`src/rtl/proc_pkg.sv`:
```
`default_nettype none
// ---------------------------------------------------------------
// proc_pkg : shared types and field helpers for the 9-bit processor
// Rev 1.0
// ---------------------------------------------------------------
package proc_pkg;

  localparam int DATA_W = 9;

  typedef enum logic [2:0] {
    OP_MV    = 3'd0,
    OP_MVI   = 3'd1,
    OP_ADD   = 3'd2,
    OP_SUB   = 3'd3,
    OP_LD    = 3'd4,
    OP_ST    = 3'd5,
    OP_MVNZ  = 3'd6,
    OP_UNDEF = 3'd7
  } opcode_e;

  typedef enum logic [2:0] {
    S_IDLE = 3'd0,
    S_F0   = 3'd1,
    S_F1   = 3'd2,
    S_F2   = 3'd3,
    S_E1   = 3'd4,
    S_E2   = 3'd5,
    S_E3   = 3'd6
  } state_e;

  function automatic opcode_e ir_op(input logic [DATA_W-1:0] ir);
    return opcode_e'(ir[8:6]);
  endfunction

  function automatic logic [2:0] ir_rx(input logic [DATA_W-1:0] ir);
    return ir[5:3];
  endfunction

  function automatic logic [2:0] ir_ry(input logic [DATA_W-1:0] ir);
    return ir[2:0];
  endfunction

endpackage
`default_nettype wire

```
`src/rtl/dec3to8.sv`:
```
`default_nettype none
// ---------------------------------------------------------------
// dec3to8 : 3-bit index plus enable to one-hot 8-bit vector
// Rev 1.0
// ---------------------------------------------------------------
module dec3to8 (
  input  logic [2:0] idx,
  input  logic       en,
  output logic [7:0] onehot
);

  for (genvar i = 0; i < 8; i++) begin : g_bit
    assign onehot[i] = en && (idx == 3'(i));
  end

endmodule
`default_nettype wire

```
`src/rtl/control_unit.sv`:
```
`default_nettype none
// ---------------------------------------------------------------
// control_unit : fetch/execute sequencer driving the 9-bit datapath
// Rev 1.0
// ---------------------------------------------------------------
module control_unit
  import proc_pkg::*;
#(
  parameter int DATA_W   = 9,
  parameter int WAIT_CYC = 1
) (
  input  logic              clk,
  input  logic              rst,
  input  logic              Run,
  input  logic [DATA_W-1:0] Din,
  input  logic [DATA_W-1:0] G,
  output logic              R0in,
  output logic              R1in,
  output logic              R2in,
  output logic              R3in,
  output logic              R4in,
  output logic              R5in,
  output logic              R6in,
  output logic              R7in,
  output logic              R0out,
  output logic              R1out,
  output logic              R2out,
  output logic              R3out,
  output logic              R4out,
  output logic              R5out,
  output logic              R6out,
  output logic              R7out,
  output logic              Ain,
  output logic              Gin,
  output logic              Gout,
  output logic              Dinout,
  output logic              AddSub,
  output logic              ADDRin,
  output logic              Doutin,
  output logic              W_D,
  output logic              incr_pc,
  output logic [DATA_W-1:0] IR,
  output logic              Done
);

  localparam logic [1:0] WAIT_LAST = 2'(WAIT_CYC - 1);

  state_e     state, state_nxt;
  logic [1:0] wait_cnt, wait_cnt_nxt;
  opcode_e    op;
  logic [2:0] rx, ry;
  logic       rx_in_en, rx_out_en, ry_out_en, r7_out_en;
  logic       waiting, wait_done, g_nz;
  logic [7:0] rin_vec, rout_rx, rout_ry, rout_vec;

  assign op        = ir_op(IR);
  assign rx        = ir_rx(IR);
  assign ry        = ir_ry(IR);
  assign wait_done = (wait_cnt == WAIT_LAST);
  assign g_nz      = |G;

  always_ff @(posedge clk or posedge rst) begin
    if (rst) begin
      state    <= S_IDLE;
      wait_cnt <= '0;
      IR       <= '0;
    end else begin
      state    <= state_nxt;
      wait_cnt <= wait_cnt_nxt;
      if (state == S_F2)
        IR <= Din;
    end
  end

  always_comb begin
    state_nxt    = state;
    wait_cnt_nxt = '0;
    waiting      = 1'b0;
    rx_in_en     = 1'b0;
    rx_out_en    = 1'b0;
    ry_out_en    = 1'b0;
    r7_out_en    = 1'b0;
    Ain          = 1'b0;
    Gin          = 1'b0;
    Gout         = 1'b0;
    Dinout       = 1'b0;
    AddSub       = 1'b0;
    ADDRin       = 1'b0;
    Doutin       = 1'b0;
    W_D          = 1'b0;
    incr_pc      = 1'b0;
    Done         = 1'b0;

    case (state)
      S_IDLE: if (Run) state_nxt = S_F0;
      S_F0: begin
        r7_out_en = 1'b1;
        ADDRin    = 1'b1;
        state_nxt = S_F1;
      end
      // PC bumps once on entry; remaining cycles only cover memory latency
      S_F1: begin
        incr_pc   = (wait_cnt == 2'd0);
        waiting   = 1'b1;
        state_nxt = wait_done ? S_F2 : S_F1;
      end
      S_F2: state_nxt = S_E1;
      S_E1: begin
        state_nxt = S_E2;
        case (op)
          OP_MV: begin
            ry_out_en = 1'b1;
            rx_in_en  = 1'b1;
            Done      = 1'b1;
          end
          OP_MVI: begin
            r7_out_en = 1'b1;
            ADDRin    = 1'b1;
          end
          OP_ADD, OP_SUB: begin
            rx_out_en = 1'b1;
            Ain       = 1'b1;
          end
          OP_LD, OP_ST: begin
            ry_out_en = 1'b1;
            ADDRin    = 1'b1;
          end
          OP_MVNZ: begin
            ry_out_en = g_nz;
            rx_in_en  = g_nz;
            Done      = 1'b1;
          end
          default: Done = 1'b1;
        endcase
      end
      S_E2: begin
        state_nxt = S_E3;
        case (op)
          OP_MVI: begin
            incr_pc = (wait_cnt == 2'd0);
            waiting = 1'b1;
            if (!wait_done) state_nxt = S_E2;
          end
          OP_LD: begin
            waiting = 1'b1;
            if (!wait_done) state_nxt = S_E2;
          end
          OP_ADD, OP_SUB: begin
            ry_out_en = 1'b1;
            Gin       = 1'b1;
            AddSub    = (op == OP_SUB);
          end
          OP_ST: begin
            rx_out_en = 1'b1;
            Doutin    = 1'b1;
            W_D       = 1'b1;
            Done      = 1'b1;
          end
          default: state_nxt = S_IDLE;
        endcase
      end
      S_E3: begin
        case (op)
          OP_MVI, OP_LD: begin
            Dinout   = 1'b1;
            rx_in_en = 1'b1;
            Done     = 1'b1;
          end
          OP_ADD, OP_SUB: begin
            Gout     = 1'b1;
            rx_in_en = 1'b1;
            Done     = 1'b1;
          end
          default: state_nxt = S_IDLE;
        endcase
      end
      default: state_nxt = S_IDLE;
    endcase

    if (waiting && !wait_done)
      wait_cnt_nxt = wait_cnt + 2'd1;
    if (Done)
      state_nxt = Run ? S_F0 : S_IDLE;
  end

  dec3to8 u_rx_in  (.idx(rx), .en(rx_in_en),  .onehot(rin_vec));
  dec3to8 u_rx_out (.idx(rx), .en(rx_out_en), .onehot(rout_rx));
  dec3to8 u_ry_out (.idx(ry), .en(ry_out_en), .onehot(rout_ry));

  // At most one bus source is enabled in any step, so OR-merging is safe
  assign rout_vec = rout_rx | rout_ry | {r7_out_en, 7'b0};

  assign R0in  = rin_vec[0];
  assign R1in  = rin_vec[1];
  assign R2in  = rin_vec[2];
  assign R3in  = rin_vec[3];
  assign R4in  = rin_vec[4];
  assign R5in  = rin_vec[5];
  assign R6in  = rin_vec[6];
  assign R7in  = rin_vec[7];
  assign R0out = rout_vec[0];
  assign R1out = rout_vec[1];
  assign R2out = rout_vec[2];
  assign R3out = rout_vec[3];
  assign R4out = rout_vec[4];
  assign R5out = rout_vec[5];
  assign R6out = rout_vec[6];
  assign R7out = rout_vec[7];

endmodule
`default_nettype wire

```
`config.mk`:
```
export PLATFORM = sky130hd
export DESIGN_NAME = control_unit
export DESIGN_NICKNAME = d
export VERILOG_FILES = /design/src/rtl/proc_pkg.sv /design/src/rtl/dec3to8.sv /design/src/rtl/control_unit.sv
export SDC_FILE = /design/constraint.sdc
export NUM_CORES = 1
export LEC_CHECK = 0
export CORE_ASPECT_RATIO = 1.4
export CORE_MARGIN = 1.5
export CORE_UTILIZATION = 37
export DETAILED_ROUTE_END_ITERATION = 12
export HOLD_SLACK_MARGIN = 0.08
export PLACE_DENSITY = 0.76
export SLEW_MARGIN = 10
export SYNTH_ARGS = -nofsm -noshare
export SYNTH_HDL_FRONTEND = slang
export SYNTH_SLANG_ARGS = --single-unit
export TNS_END_PERCENT = 100
```
`constraint.sdc`:
```
create_clock -name clk -period 2 [get_ports clk]
set_clock_uncertainty 0.2 [all_clocks]
set_input_delay 0.4 -clock clk [delete_from_list [all_inputs] [get_ports clk]]
set_output_delay 0.4 -clock clk [all_outputs]
set_load 0.01 [all_outputs]
```
Word level (Yosys, flattened, before mapping)
Index checks and enable logic that the tools add are counted.
- register bits after elaboration: 14
- input port bits: 21
- output and inout bits: 35
- add/subtract/negate cells: 1
- equal/unequal tests: 28
- mux-type cells: 34
- bitwise gates (word level): 2
- reductions and logical operators: 40
- operators by type and width (operator ; number):
    equality test 3 bit, second input constant ; 14
    logical AND 1 bit ; 25
    equality test 3 x 2 -> 1 bit, second input constant ; 8
    one-hot mux 3 bit (7 select lines) ; 1
    one-hot mux 1 bit (2 select lines) ; 9
    two-way mux 1 bit ; 17
    OR 8 bit ; 2
    equality test 3 x 1 -> 1 bit, second input constant ; 4
    logical NOT 3 bit ; 4
    two-way mux 3 bit ; 3
    OR reduction 3 bit ; 3
    OR reduction 9 bit ; 1
    != test 3 bit, second input constant ; 2
    one-hot mux 3 bit (2 select lines) ; 1
    OR reduction 5 bit ; 1
    two-way mux 2 bit ; 2
    OR reduction 2 bit ; 2
    OR reduction 4 bit ; 1
    one-hot mux 1 bit (3 select lines) ; 1
    adder 2 x 1 -> 2 bit, second input constant ; 1
    logical NOT 2 bit ; 1
    AND reduction 2 bit ; 1
    logical NOT 1 bit ; 1

Depth between registers and ports, before layout
- depth in word-level cells: 7
- gate-level depth with buffers: 6
- gate-level depth less buffers: 6

Hierarchy
A second synthesis with hierarchy kept.
- cells, all modules: 130
- area, all modules: 1256.2 µm²
- modules (own cells, without submodules) (module ; times used ; cells each ; area an instance (µm²) ; seq. area each (µm²)):
    control_unit ; 1 ; 106 ; 967.2 ; 350.3
    dec3to8 ; 3 ; 8 ; 96.3 ; 0.0

Worst setup path after synthesis
Ideal clock, no wire load.
- path type: register to output
- from: register IR[8]
- to: output R4in
- arrival time: 1.502 ns
- slack: -0.102 ns
- stages on the path, launching flop included: 6
- path through: dfrtp_1 > buf_6 > or3_1 > nand4_2 > a2bb2oi_2 > nor3b_1
- word-level cells in the longest chain between the ends: 5
- elaborated cells between the ends (all ways): 11
- those cells by class: eq/ne (5); mux (3); reduce/logical (3)
- ends and longest elaborated chain (item ; RTL line ; text):
    from (decl) ; control_unit.sv:42 ; output logic [DATA_W-1:0] IR,
    from (signal assigned) ; control_unit.sv:71 ; IR <= Din;
    equality test 3 x 2 -> 1 bit, or another cell as far along ; control_unit.sv:163 ; case (op)
    OR reduction 4 bit (no line) ; - ;
    two-way mux 1 bit ; control_unit.sv:163 ;
    one-hot mux 1 bit (2 select lines) * ; control_unit.sv:94 ; case (state)
    logical AND 1 bit * ; dec3to8.sv:13 ; assign onehot[i] = en && (idx == 3'(i));
    to (decl) ; control_unit.sv:21 ; output logic R4in,
Every way passes the cells marked *; elsewhere a longest branch is shown, timed or not.

Final worst setup path
- from: register IR[7]
- to: output R0out
- word-level cells in the longest chain between the ends: 7
- elaborated cells between the ends (all ways): 17
- those cells by class: eq/ne (5); mux (5); bitwise (2); reduce/logical (5)
- ends and longest elaborated chain (item ; RTL line ; text):
    equality test 3 bit, or another cell as far along ; control_unit.sv:110 ; case (op)
    OR reduction 3 bit (no line) / OR reduction 2 bit (equally long branches) ; - ;
    one-hot mux 1 bit (2 select lines) / two-way mux 1 bit (equally long branches) ; control_unit.sv:110, control_unit.sv:138 ;
    one-hot mux 1 bit (2 select lines) ; control_unit.sv:94 ;
    logical AND 1 bit ; dec3to8.sv:13 ;
    OR 8 bit * (2 in series) ; control_unit.sv:191 ; assign rout_vec = rout_rx | rout_ry | {r7_out_en, 7'b0};
    to (decl) ; control_unit.sv:25 ; output logic R0out,
Marks and branches as above.

==> flow_metrics.py <==
metrics = {
    "worst_setup_path": {
        "crit_slowest_cell": "dfrtp_2",
        "ff2ff_setup_slack_ns": -0.21,
        "crit_type": "flip-flop to output port",
        "end_kind": "output port",
        "crit_chain": "buf_6 > and4b_1 > nor2_1 > or3_4 > o22ai_2 > buf_2",
        "crit_family": "simple AND/OR/NAND/NOR gates",
        "slowest_delay_ns": 0.46,
        "arrival_ns": 1.89,
        "path_buf_inv": 2,
        "cp.required_ns": 1.40,
        "crit_path_max_fanout": 5,
        "critPathLaunchType": "flip-flop",
    },
    "detailed_routing": {
        "viasPerCell": 5.658,
        "drt-pass1-iter-count": 4,
        "wirelength_mm": 4.797,
        "dr_total_vias": 1607,
        "wl_per_cell_um": 16.89,
        "detail-route-antenna-nets": 0,
        "dr.first_iter.drc_count": 47,
        "drcViolationCount": 0,
    },
    "timing": {
        "whs_ns": 0.2364,
        "tns_ns": -8.761,
        "finalSetupViolCount": 27,
        "setup_ws_ns": -0.4908,
        "worstMarginPinSlew_ns": 0.5199,
        "min_period_over_period_pct": 124.5,
        "rsz0062_at_grt": "yes",
        "max_freq_mhz": 401.5,
        "min_period_ns": 2.491,
        "hold_violations": 0,
        "slew_viol_final": 0,
        "maxSlewHeadroom_pct": 65.30,
    },
    "synthesis": {
        "synthTopCellsByCount": "dfrtp_1, nor2_1, mux2_2, nor3_1, o22ai_1",
        "synth_fp_nets": 160,
        "synth.distinct_cells": 46,
        "yosysTopAreaCell": "dfrtp_1",
        "ys_seq_elements": 14,
        "yosys_warnings": 0,
        "synth_top_flop_cell": "dfrtp_1",
        "synth_cells": 138,
        "syn-cell-area_um2": 1209,
        "async_reset_ff_share_pct": 100.0,
        "syn_avg_cell_area_um2": 8.758,
        "yosys-top-cells-area": "dfrtp_1, mux2_2, o22ai_1, nor3_1, nor2_1",
        "synth.most_common_cell": "dfrtp_1",
        "yosysSeqAreaShare_pct": 28.99,
        "synth_top_area_share_pct": 28.99,
        "synth_edf_count": 0,
    },
    "die": {
        "fp.coreArea_um2": 3123,
        "dieHeight_um": 70.63,
        "placementRows": 24,
        "fp.dieArea_um2": 3623,
        "initial_core_util_pct": 38.70,
        "io_pins": 56,
        "die_w_um": 51.31,
    },
    "layout": {
        "syn2layout_area_growth_pct": 100.5,
        "final_util_pct": 77.60,
        "ff_latch_area_um2": 354.1,
        "multi_input_comb_area_um2": 1013,
        "drive_gt1_share_pct": 60.00,
        "final_cells": 284,
        "antenna_cells": 0,
        "nFillCells": 196,
        "final_area_um2": 2424,
        "nets": 268,
    },
    "clock_tree": {
        "clock-root-buffer": "clkbuf_8",
        "cts.sinks": 14,
        "clk_path_buf_depth": 2,
        "cts_tree": "done",
        "hold_buffers": 0,
        "cts_buffers": 3,
        "clk_pin_slew_ns": 0.05,
        "h-tree-depth": 1,
        "clock_latency_ns": 0.24,
    },
    "placed_design": {
        "gp_congestion": 0.8352,
        "preCtsSetupSlack_ns": -0.8945,
        "portBuffers": 55,
        "placedInstanceArea_um2": 2079,
        "place_hpwl_mm": 2.984,
        "dpl.cell_count": 261,
    },
    "power_and_ir_drop": {
        "total_power_mw": 3.618,
        "peakVddDrop_mv": 1.110,
        "p_leak_nw": 1.098,
        "powerDensity_nw_per_um2": 1493,
    },
    "global_routing": {
        "grt_max_degree": 15,
        "grt_overflow_total": 0,
        "grt_pass1_vias": 1561,
        "antenna_found_initial": 0,
        "grt_use_total_pct": 25.19,
        "grt_pass1_wl_mm": 7.100,
    },
    "run_status": {
        "status": "finished with violations",
        "violations": "setup timing",
    },
    "job": {
        "maxCapViolations": 0,
    },
    "hold_path": {
        "hp-class": "flip-flop to flip-flop",
    },
}
-- cell usage in the layout (no fill, tap or decap), types with 5 or more instances in the layout --
cell / Yosys / final
dfrtp_1: 14 / 11
buf_6: 2 / 16
inv_1: 5 / 5
mux2_2: 9 / 9
buf_4: 3 / 41
clkdlybuf4s50_1: 0 / 18
dlygate4sd2_1: 0 / 8
nand2b_1: 6 / 5
nor2_1: 12 / 11
a21oi_1: 7 / 6
o22ai_2: 0 / 7
buf_2: 3 / 24
nor3_2: 0 / 5
-- per-layer routing --
metal	GRT usage, %	share of wire [%]	up-vias
met5	0	0	-
met4	12.87	2.5	0
met3	2.743	5.1	20
met2	45.60	54	75
met1	28.40	39	797
li1	-	-	715
-- registers in the layout, indices dropped and copies added, names as in the netlist --
name	cells
wait_cnt	2
IR	9
state	3
-- power by group --
part	total [mW]	internal (mW)	switching (mW)	leakage, nW
Sequential	0.615	0.413	0.202	0.167
Clock	0.266	0.174	0.0919	0.0288
Combinational	2.74	1.49	1.25	0.902
-- final timing paths --
kind,from,endpoint,cells past startpoint
worst max-delay path,IR[7],R0out,6
worst min-delay path,wait_cnt[0],wait_cnt[0],1
worst max register to register,IR[8],state[0],8
worst min register to register,wait_cnt[0],wait_cnt[0],1
max in group asynchronous,rst,state[0],2
min in group asynchronous,rst,IR[4],2
-- layout make-up --
cell class | instances | share of cell area (%)
inverters | 5 | 0.7744
well taps | 39 | 2.013
flip-flops and latches | 14 | 14.61
repair buffers | 113 | 38.51
multi-input cells | 109 | 41.82
clock buffers | 4 | 2.272
-- cell families after synthesis --
group	count (synthesis)	synth area share [%]
xor gates and xnor gates	3	2.174
buffers and inverters	15	7.142
and+or+nand+nor	65	33.23
muxes	10	9.627
DFF	14	28.99
adders and majority gates	1	1.035
AOI/OAI and AO/OA	30	17.81
-- timing repair --
item                                   CTS  global route
buffers inserted                        15             5
setup endpoints to repair               40            29
resized for setup                      163            17
pin swaps                               20             8
endpoints found under the hold margin    0             0
Note: power is estimated with default switching activity, not from simulation.
